`config.mk`:
```
export PLATFORM = sky130hd
export DESIGN_NAME = adc_lvds_serializer
export DESIGN_NICKNAME = d
export VERILOG_FILES = /design/src/rtl/adc_lvds_serializer.sv
export SDC_FILE = /design/constraint.sdc
export NUM_CORES = 1
export LEC_CHECK = 0
export CAP_MARGIN = 20
export CELL_PAD_IN_SITES_DETAIL_PLACEMENT = 0
export CELL_PAD_IN_SITES_GLOBAL_PLACEMENT = 1
export CORE_MARGIN = 8
export CORE_UTILIZATION = 43
export DETAILED_ROUTE_END_ITERATION = 12
export GPL_ROUTABILITY_DRIVEN = 1
export PLACE_DENSITY_LB_ADDON = 0.1
export SKIP_LAST_GASP = 1
export SLEW_MARGIN = 25
export SYNTH_ARGS = -nofsm -noshare
export SYNTH_HDL_FRONTEND = slang
export SYNTH_SLANG_ARGS = --single-unit
```
`constraint.sdc`:
```
create_clock -name iClk -period 4 [get_ports iClk]
set_input_delay 1.2 -clock iClk [delete_from_list [all_inputs] [get_ports iClk]]
set_output_delay 1.2 -clock iClk [all_outputs]
set_load 0.01 [all_outputs]
```
`src/rtl/adc_lvds_serializer.sv`:
```
// Bit-rate SDR serializer: NCH channels x 2 lanes plus a frame lane, one bit per lane per clock.
// Optional TX_TEST_PATTERN_EN adds iTestPat, which loads fixed receiver calibration words.
module adc_lvds_serializer #(
  parameter int                NCH       = 4,
  parameter int                DW        = 14,
  parameter int                WW        = 16,
  parameter logic [WW/2-1:0]   FRAME_PAT = 8'hF0,
  parameter int                UCNT_W    = 16
) (
  input  logic                iClk,
  input  logic                iRst,
  input  logic                iEn,
`ifdef TX_TEST_PATTERN_EN
  input  logic                iTestPat,
`endif
  input  logic [DW-1:0]       iData [NCH],
  input  logic                iValid,
  output logic                oReady,
  output logic [2*NCH-1:0]    oLane,
  output logic                oFrame,
  output logic                oFrameStart,
  output logic                oUnderrun,
  output logic [UCNT_W-1:0]   oUnderrunCnt
);

  localparam int BPF = WW / 2;
  localparam int SW  = (BPF > 1) ? $clog2(BPF) : 1;

  typedef enum logic {IDLE, RUN} state_t;

  state_t          state;
  logic [SW-1:0]   slot;
  logic [SW-1:0]   fidx;
  logic            full;
  logic [DW-1:0]   hold [NCH];
  logic [WW-1:0]   sh   [NCH];
  logic [WW-1:0]   nw   [NCH];
  logic            tp;
  logic            last;
  logic            load;
  logic            accept;
  logic            take_hold;
  logic            take_in;
  logic            under;

  function automatic logic [WW-1:0] pad_word(input logic [DW-1:0] s);
    return {s, {(WW-DW){1'b0}}};
  endfunction

  function automatic logic [DW-1:0] test_word(input int c);
    case (c)
      2:       return DW'(14'h3FFF);
      3:       return DW'(14'h1555);
      default: return '0;
    endcase
  endfunction

`ifdef TX_TEST_PATTERN_EN
  assign tp = iTestPat;
`else
  assign tp = 1'b0;
`endif

  assign last      = (state == RUN) && (slot == SW'(BPF-1));
  assign load      = ((state == IDLE) || last) && iEn;
  // A slot-7 accept is only safe when that edge really loads a frame, otherwise the held sample would be overwritten.
  assign oReady    = ~iRst & (~full | (last & iEn & ~tp));
  assign accept    = iValid & oReady;
  assign take_hold = load & ~tp & full;
  assign take_in   = load & ~tp & ~full & accept;
  assign under     = load & ~tp & ~full & ~accept;
  assign fidx      = SW'(BPF-2) - slot;

  always_comb begin
    for (int c = 0; c < NCH; c++) begin
      nw[c] = '0;
      if (tp)
        nw[c] = pad_word(test_word(c));
      else if (full)
        nw[c] = pad_word(hold[c]);
      else if (accept)
        nw[c] = pad_word(iData[c]);
    end
  end

  // Holding register data carries no reset; the full flag alone says whether it is meaningful.
  always_ff @(posedge iClk) begin
    if (accept && !take_in)
      hold <= iData;
  end

  always_ff @(posedge iClk or posedge iRst) begin
    if (iRst) begin
      state        <= IDLE;
      slot         <= '0;
      full         <= 1'b0;
      oLane        <= '0;
      oFrame       <= 1'b0;
      oFrameStart  <= 1'b0;
      oUnderrun    <= 1'b0;
      oUnderrunCnt <= '0;
      for (int c = 0; c < NCH; c++) sh[c] <= '0;
    end else begin
      oUnderrun <= under;
      if (under && (oUnderrunCnt != '1))
        oUnderrunCnt <= oUnderrunCnt + UCNT_W'(1);

      if (take_hold)
        full <= accept;
      else if (accept && !take_in)
        full <= 1'b1;

      if (load) begin
        state       <= RUN;
        slot        <= '0;
        oFrame      <= FRAME_PAT[BPF-1];
        oFrameStart <= 1'b1;
        for (int c = 0; c < NCH; c++) begin
          oLane[2*c]   <= nw[c][WW-1];
          oLane[2*c+1] <= nw[c][WW-2];
          sh[c]        <= nw[c] << 2;
        end
      end else if ((state == RUN) && !last) begin
        slot        <= slot + SW'(1);
        oFrame      <= FRAME_PAT[fidx];
        oFrameStart <= 1'b0;
        for (int c = 0; c < NCH; c++) begin
          oLane[2*c]   <= sh[c][WW-1];
          oLane[2*c+1] <= sh[c][WW-2];
          sh[c]        <= sh[c] << 2;
        end
      end else begin
        state       <= IDLE;
        slot        <= '0;
        oLane       <= '0;
        oFrame      <= 1'b0;
        oFrameStart <= 1'b0;
      end
    end
  end

endmodule

```
==> run metrics, run 1 <==
Clock Latency Late Sink=approximately 0.41 ns; hold buffer count at cts=0; Root Buffer Master=clkbuf_16; register area share after synthesis=between 60 and 70%; WL/cell=18.4 um; DR iter-0 viols=approximately 470; final worst setup slack=about 0.37 ns; largest net degree at the start of global routing=57; VDD IR-drop max=about 0.38 mV; total congestion overflow=0; Max Slew Vio Count=0; flops & latches, synth=between 100 and 150; Die Height=roughly 130 um; Setup Fix Bufs, Post-CTS=0; Hold Path Class=register to register; GP Congestion=roughly 0.74; crit share post-route=approximately nine tenths; Clock transition at path regs=~0.05 ns; layout cell share with drive strength beyond 1=11.8%; Core ar.=roughly 13,000 um^2; Mapped Area=around 5900 um^2; global-route wire length before repair=22,700 um; DRC viols=0; Layout area overhead=25.6%; Hold Violations, Final=0; RSZ-0062 raised after global routing=false; final wirelength=around 14,000 um; Pwr per Cell Area=between 600 and 700 nW/um^2; Cell Area, Placed=approximately 6900 um^2; Post-Synthesis Cells=a little under 500; Netlist cell types=between 40 and 50; Startpoint Class=primary input; clock tree skew after final layout=about 0.0056 ns; CTS HTree Levels=4; ANT cells=0; largest area contributor in the netlist=dfrtp_1; Ports=88; most instantiated cells after synthesis=85 x nor2_1, 80 x dfrtp_1, 56 x edfxtp_1; Mapped Nets=between 500 and 600; leakage power=3.19 nW; status=complete, no violations; dpl hpwl=roughly 8400 um; vias in the first global route=about 4,200; input/output buffers=a little under 90; final setup fails=0; top cells by area in the synthesized netlist=dfrtp_1 34%, edfxtp_1 29%, nor2_1 5.4%; top-count cell post-synth=nor2_1; top-area cell type share of the netlist area=between 30% and 40%; Avg Cell Area, Syn=between 10 and 15 um^2; initial core utilization=between 40% and 50%; setup tns final=0 ns; crit path capture type=output pin; Place WS=roughly 0.38 ns; die area=around 18,000 um^2; via/cell ratio=approximately 5.4; row count=42; Crit path arrival time=roughly 2.4 ns; CTS tree=built; fillers=between 1,000 and 1,500; fin cells=~750; Total GRT Usage=between 15 and 20%; Setup Crit Path Kind=primary input to output pin; yosys warns=0; fin crit period=between 3 and 4 ns; Critical Path RT=roughly 2.8 ns; fin area=roughly 7400 um^2; placed cell count=722; die extent in x=around 130 um; clock sinks=136; number of synthesized flops with an enable pin=between 50 and 60; Worst Max-Slew Pin Slew=slightly below 0.9 ns; fraction of registers with async set/reset=about three fifths; Resize count post-CTS=0; Top FF cell, synth=dfrtp_1; layout net count=between 600 and 700; Fin Hold WS=0.455 ns; drt pass-1 iters=5; CP Max Fanout=3; Clock Path Buffers=2; fmax=between 0.2 and 0.3 GHz; CTS Buf Count=17; vias=just over 4,000; max-cap viol count=0; antenna violations before repair=0; slew margin rel.=between 40% and 50%; Post-DRT Antenna Nets=0
[flip-flops by register name (all words and copies together) (netlist names)]
register and cells:
oLane 8, oUnderrunCnt 16, sh 48, oFrameStart 1
oFrame 1, oUnderrun 1, slot 3, state 1
hold 56, full 1
[area by class of cell]
type / count / area (um^2) / area share (%)
inverters: 22 / 83.8 / 1.14
multi-input cells: 294 / 1920 / 26.1
well taps: 176 / 220 / 2.99
repair buffers: 94 / 956 / 13.0
clock inverters: 6 / 25.0 / 0.340
clock buffers: 26 / 469 / 6.38
flip-flops and latches: 136 / 3680 / 50.1
[through the flow]
step | util [%] | power (W)
finish | 55.3 | 0.00459
global route | 55.3 | 0.00487
CTS | 55.3 | 0.00463
detailed placement | 51.6 | 0.00328
global placement | 51.6 | 0.00325
floorplan | - | 0.00284
[layout by cell type, fill, tap and decap left out, drive strengths merged, types with 16 or more instances in the layout]
cell type | Yosys | layout
a21oi | 41 | 41
a221oi | 40 | 40
a222oi | 16 | 16
clkbuf | 8 | 26
clkdlybuf4s50 | 0 | 86
dfrtp | 80 | 80
edfxtp | 56 | 56
inv | 22 | 21
nand2 | 48 | 48
nor2 | 87 | 87
[worst paths after layout]
check / start / end / slack [ns] / cells after the start
worst max-delay path: iRst / oReady / 0.37 / 3
worst min-delay path: slot[0]$_DFF_PP0_ / slot[0]$_DFF_PP0_ / 0.46 / 1
worst max register to register: slot[0]$_DFF_PP0_ / sh[41]$_DFFE_PP0P_ / 1.22 / 8
worst min register to register: slot[0]$_DFF_PP0_ / slot[0]$_DFF_PP0_ / 0.46 / 1
max in group asynchronous: iRst / slot[2]$_DFF_PP0_ / 1.98 / 3
min in group asynchronous: iRst / oUnderrunCnt[11]$_DFFE_PP0P_ / 1.34 / 2
[power by group]
group	total, W	internal (W)	switching (W)	leakage, nW
Sequential	0.00194	0.00178	0.000161	1.55
Combinational	0.00131	0.000560	0.000748	1.40
Clock	0.00134	0.000797	0.000544	0.240
Total	0.00459	0.00313	0.00145	3.19
[layer usage]
layer	part of all wire [%]	vias to the layer above	GRT usage [%]
li1	-	1934	-
met1	49	2037	22.8
met2	45	87	23.4
met3	4.2	15	4.31
met4	1.3	0	6.06
met5	0	-	0
[worst max-delay path: stages]
cell	delay (ns)
clkdlybuf4s50_1	0.46
a21oi_1	0.19
clkdlybuf4s50_1	0.58
[cells by family (layout without fill, tap and decap cells)]
logic type / Yosys count / in the layout / synth area share [%]
adders and majority gates: 3 / 3 / 0.641
xor gates and xnor gates: 11 / 11 / 1.64
and+or+nand+nor: 176 / 176 / 14.8
DFF: 136 / 136 / 62.9
muxes: 3 / 3 / 0.619
AOI/OAI and AO/OA: 101 / 101 / 14.8
buffers and inverters: 54 / 148 / 4.51
Note: power is estimated with default switching activity, not from simulation.
==> run 2, diff against run 1 <==
Settings changed: SLEW_MARGIN 25 to 20, TNS_END_PERCENT set to 1.
==> results of run 2 <==
No change in the layout: final DEF, timing and power equal those of run 1.
==> run 3, diff against run 2 <==
Settings changed: CELL_PAD_IN_SITES_DETAIL_PLACEMENT 0 to 2, CELL_PAD_IN_SITES_GLOBAL_PLACEMENT 1 to 2, CORE_UTILIZATION 43 to 36, GPL_ROUTABILITY_DRIVEN 1 to 0.
==> run 3 against run 2 <==
Compared with the run above: core utilization decreased by 7.9 points; clock skew increased by 0.0032 ns; total power rose by 7.1%; die area rose by 17%; critical path type unchanged; largest power group unchanged; highest routed layer unchanged.
==> run metrics, run 3 (same netlist as run 1, synthesis figures left out) <==
status=complete, no violations (unchanged); initial core utilization=36.9% (was 44.1%); Fin Hold WS=0.465 ns (was 0.455 ns); largest net degree at the start of global routing=57 (unchanged); Max Slew Vio Count=0 (unchanged); Die Height=144 um (was 133 um); Layout area overhead=28.6% (was 25.6%); Setup Crit Path Kind=primary input to output pin (unchanged); vias=4,285 (was 4,073); CTS HTree Levels=4 (unchanged); Clock Latency Late Sink=0.42 ns (was 0.41 ns); Total GRT Usage=17.5% (was 16.2%); dpl hpwl=10,600 um (was 8350 um); Crit path arrival time=2.41 ns (was 2.43 ns); Hold Violations, Final=0 (unchanged); max-cap viol count=0 (unchanged); DR iter-0 viols=211 (was 467); Pint=0.00336 W (was 0.00313 W); RSZ-0062 raised after global routing=false (unchanged); layout net count=632 (was 628); input/output buffers=87 (unchanged); crit share post-route=90.3% (was 90.8%); combinational fraction of design power=27.6% (was 28.5%); placed cell count=766 (was 722); Post-DRT Antenna Nets=0 (unchanged); crit path capture type=output pin (unchanged); clock sinks=136 (unchanged); vias in the first global route=4,833 (was 4,189); fin cells=798 (was 754); Critical Path RT=2.80 ns (about the same); final setup fails=0 (unchanged); leakage power=3.25 nW (was 3.19 nW); Clock transition at path regs=0.06 ns (was 0.05 ns); most frequent cells in the layout=86 x clkdlybuf4s50_1, 85 x nor2_1, 80 x dfrtp_1, 56 x edfxtp_1, 48 x nand2_1 (unchanged); die extent in x=144 um (was 133 um); Root Buffer Master=clkbuf_16 (unchanged); Worst Max-Slew Pin Slew=0.856 ns (was 0.870 ns); setup tns final=0 ns (unchanged); Core ar.=15,900 um^2 (was 13,300 um^2); VDD IR-drop max=0.305 mV (was 0.384 mV); CP Max Fanout=3 (unchanged); max reg flops=56 (unchanged); Startpoint Class=primary input (unchanged); layout cell share with drive strength beyond 1=13.7% (was 11.8%); CTS Buf Count=17 (unchanged); Top Registers=hold (56), sh (48), oUnderrunCnt (16) (unchanged); Worst R2R Setup Slack=1.40 ns (was 1.22 ns); WL/cell=21.3 um (was 18.4 um); antenna violations before repair=0 (unchanged); R2R depth=7 (was 8); register bank with the most flops=hold (unchanged); CTS tree=built (unchanged); global-route wire length before repair=27,400 um (was 22,700 um); fmax=0.277 GHz (was 0.275 GHz); Pwr per Cell Area=653 nW/um^2 (was 623 nW/um^2); Resize count post-CTS=0 (unchanged); row count=46 (was 42); commonest non-fill, non-tap cell in the layout=clkdlybuf4s50_1 (unchanged); fillers=1,582 (was 1,162); via/cell ratio=5.37 (was 5.40); total congestion overflow=0 (unchanged); Clock Path Buffers=2 (unchanged); Setup Fix Bufs, Post-CTS=0 (unchanged); fin crit period=3.61 ns (was 3.63 ns); final wirelength=17,000 um (was 13,800 um); DRC viols=0 (unchanged); Clock Power Share=32.7% (was 29.3%); Ports=88 (unchanged); drt pass-1 iters=4 (was 5); Hold Path Class=register to register (unchanged); clock tree skew after final layout=0.00889 ns (was 0.00564 ns); Switch Pwr=0.00155 W (was 0.00145 W); hold buffer count at cts=0 (unchanged); slew margin rel.=42.9% (was 41.9%); WHS Path Cells=2 (was 1); Switching Fraction=31.5% (was 31.7%); ANT cells=0 (unchanged); Sequential Power Share=39.7% (was 42.2%); die area=20,600 um^2 (was 17,600 um^2)
-- run 3: per-stage QoR --
| stage | setup WS, ns | utilization [%] | power (W) | cell area, um^2 |
|---|---|---|---|---|
| final | 0.388 | 47.4 | 0.00491 | 7530 |
| after global routing | 0.324 | 47.4 | 0.00520 | 7530 |
| after CTS | 0.382 | 47.4 | 0.00499 | 7530 |
| after detailed placement | 0.377 | 43.6 | 0.00335 | 6930 |
| after global placement | 0.416 | 43.6 | 0.00328 | 6930 |
| after floorplan | 0.463 | - | 0.00284 | 5860 |
-- run 3: power groups by stage --
stage	sequential [W]	clock (W)	combinational [W]
4_1_cts	0.00196	0.00164	0.00140
6_report	0.00195	0.00161	0.00136
3_5_place_dp	0.00198	0	0.00137
2_1_floorplan	0.00194	0	0.000902
5_1_grt	0.00198	0.00169	0.00152
3_3_place_gp	0.00196	0	0.00132
-- run 3: per-layer routing --
| metal | wire, um | up-vias | global-route usage, % |
|---|---|---|---|
| met5 | 0 | - | 0 |
| met4 | 263 | 0 | 5.87 |
| met3 | 561 | 16 | 3.85 |
| met2 | 8660 | 85 | 29.7 |
| met1 | 7490 | 2241 | 21.6 |
| li1 | - | 1943 | - |
-- run 3: worst max-delay path, cell delays in order --
cell             delay, ns
clkdlybuf4s50_1       0.46
a21oi_1               0.18
clkdlybuf4s50_1       0.57
-- run 3: layout make-up --
class                      instances  area, um^2  share of cell area [%]
sequential                       136        3680                    48.9
multi-input combinational        294        1920                    25.5
tap                              216         270                    3.59
inverter                          22        83.8                    1.11
timing repair buffer              98         973                    12.9
clock buffer                      23         478                    6.35
clock inverter                     9         121                    1.61
-- run 3: path summary, 6_finish.rpt --
check / startpoint / to
worst max-delay path: iRst / oReady
worst min-delay path: hold[29]$_DFFE_PP_ / sh[37]$_DFFE_PP0P_
worst max register to register: slot[0]$_DFF_PP0_ / sh[13]$_DFFE_PP0P_
worst min register to register: hold[29]$_DFFE_PP_ / sh[37]$_DFFE_PP0P_
max in group asynchronous: iRst / sh[36]$_DFFE_PP0P_
min in group asynchronous: iRst / oUnderrunCnt[2]$_DFFE_PP0P_
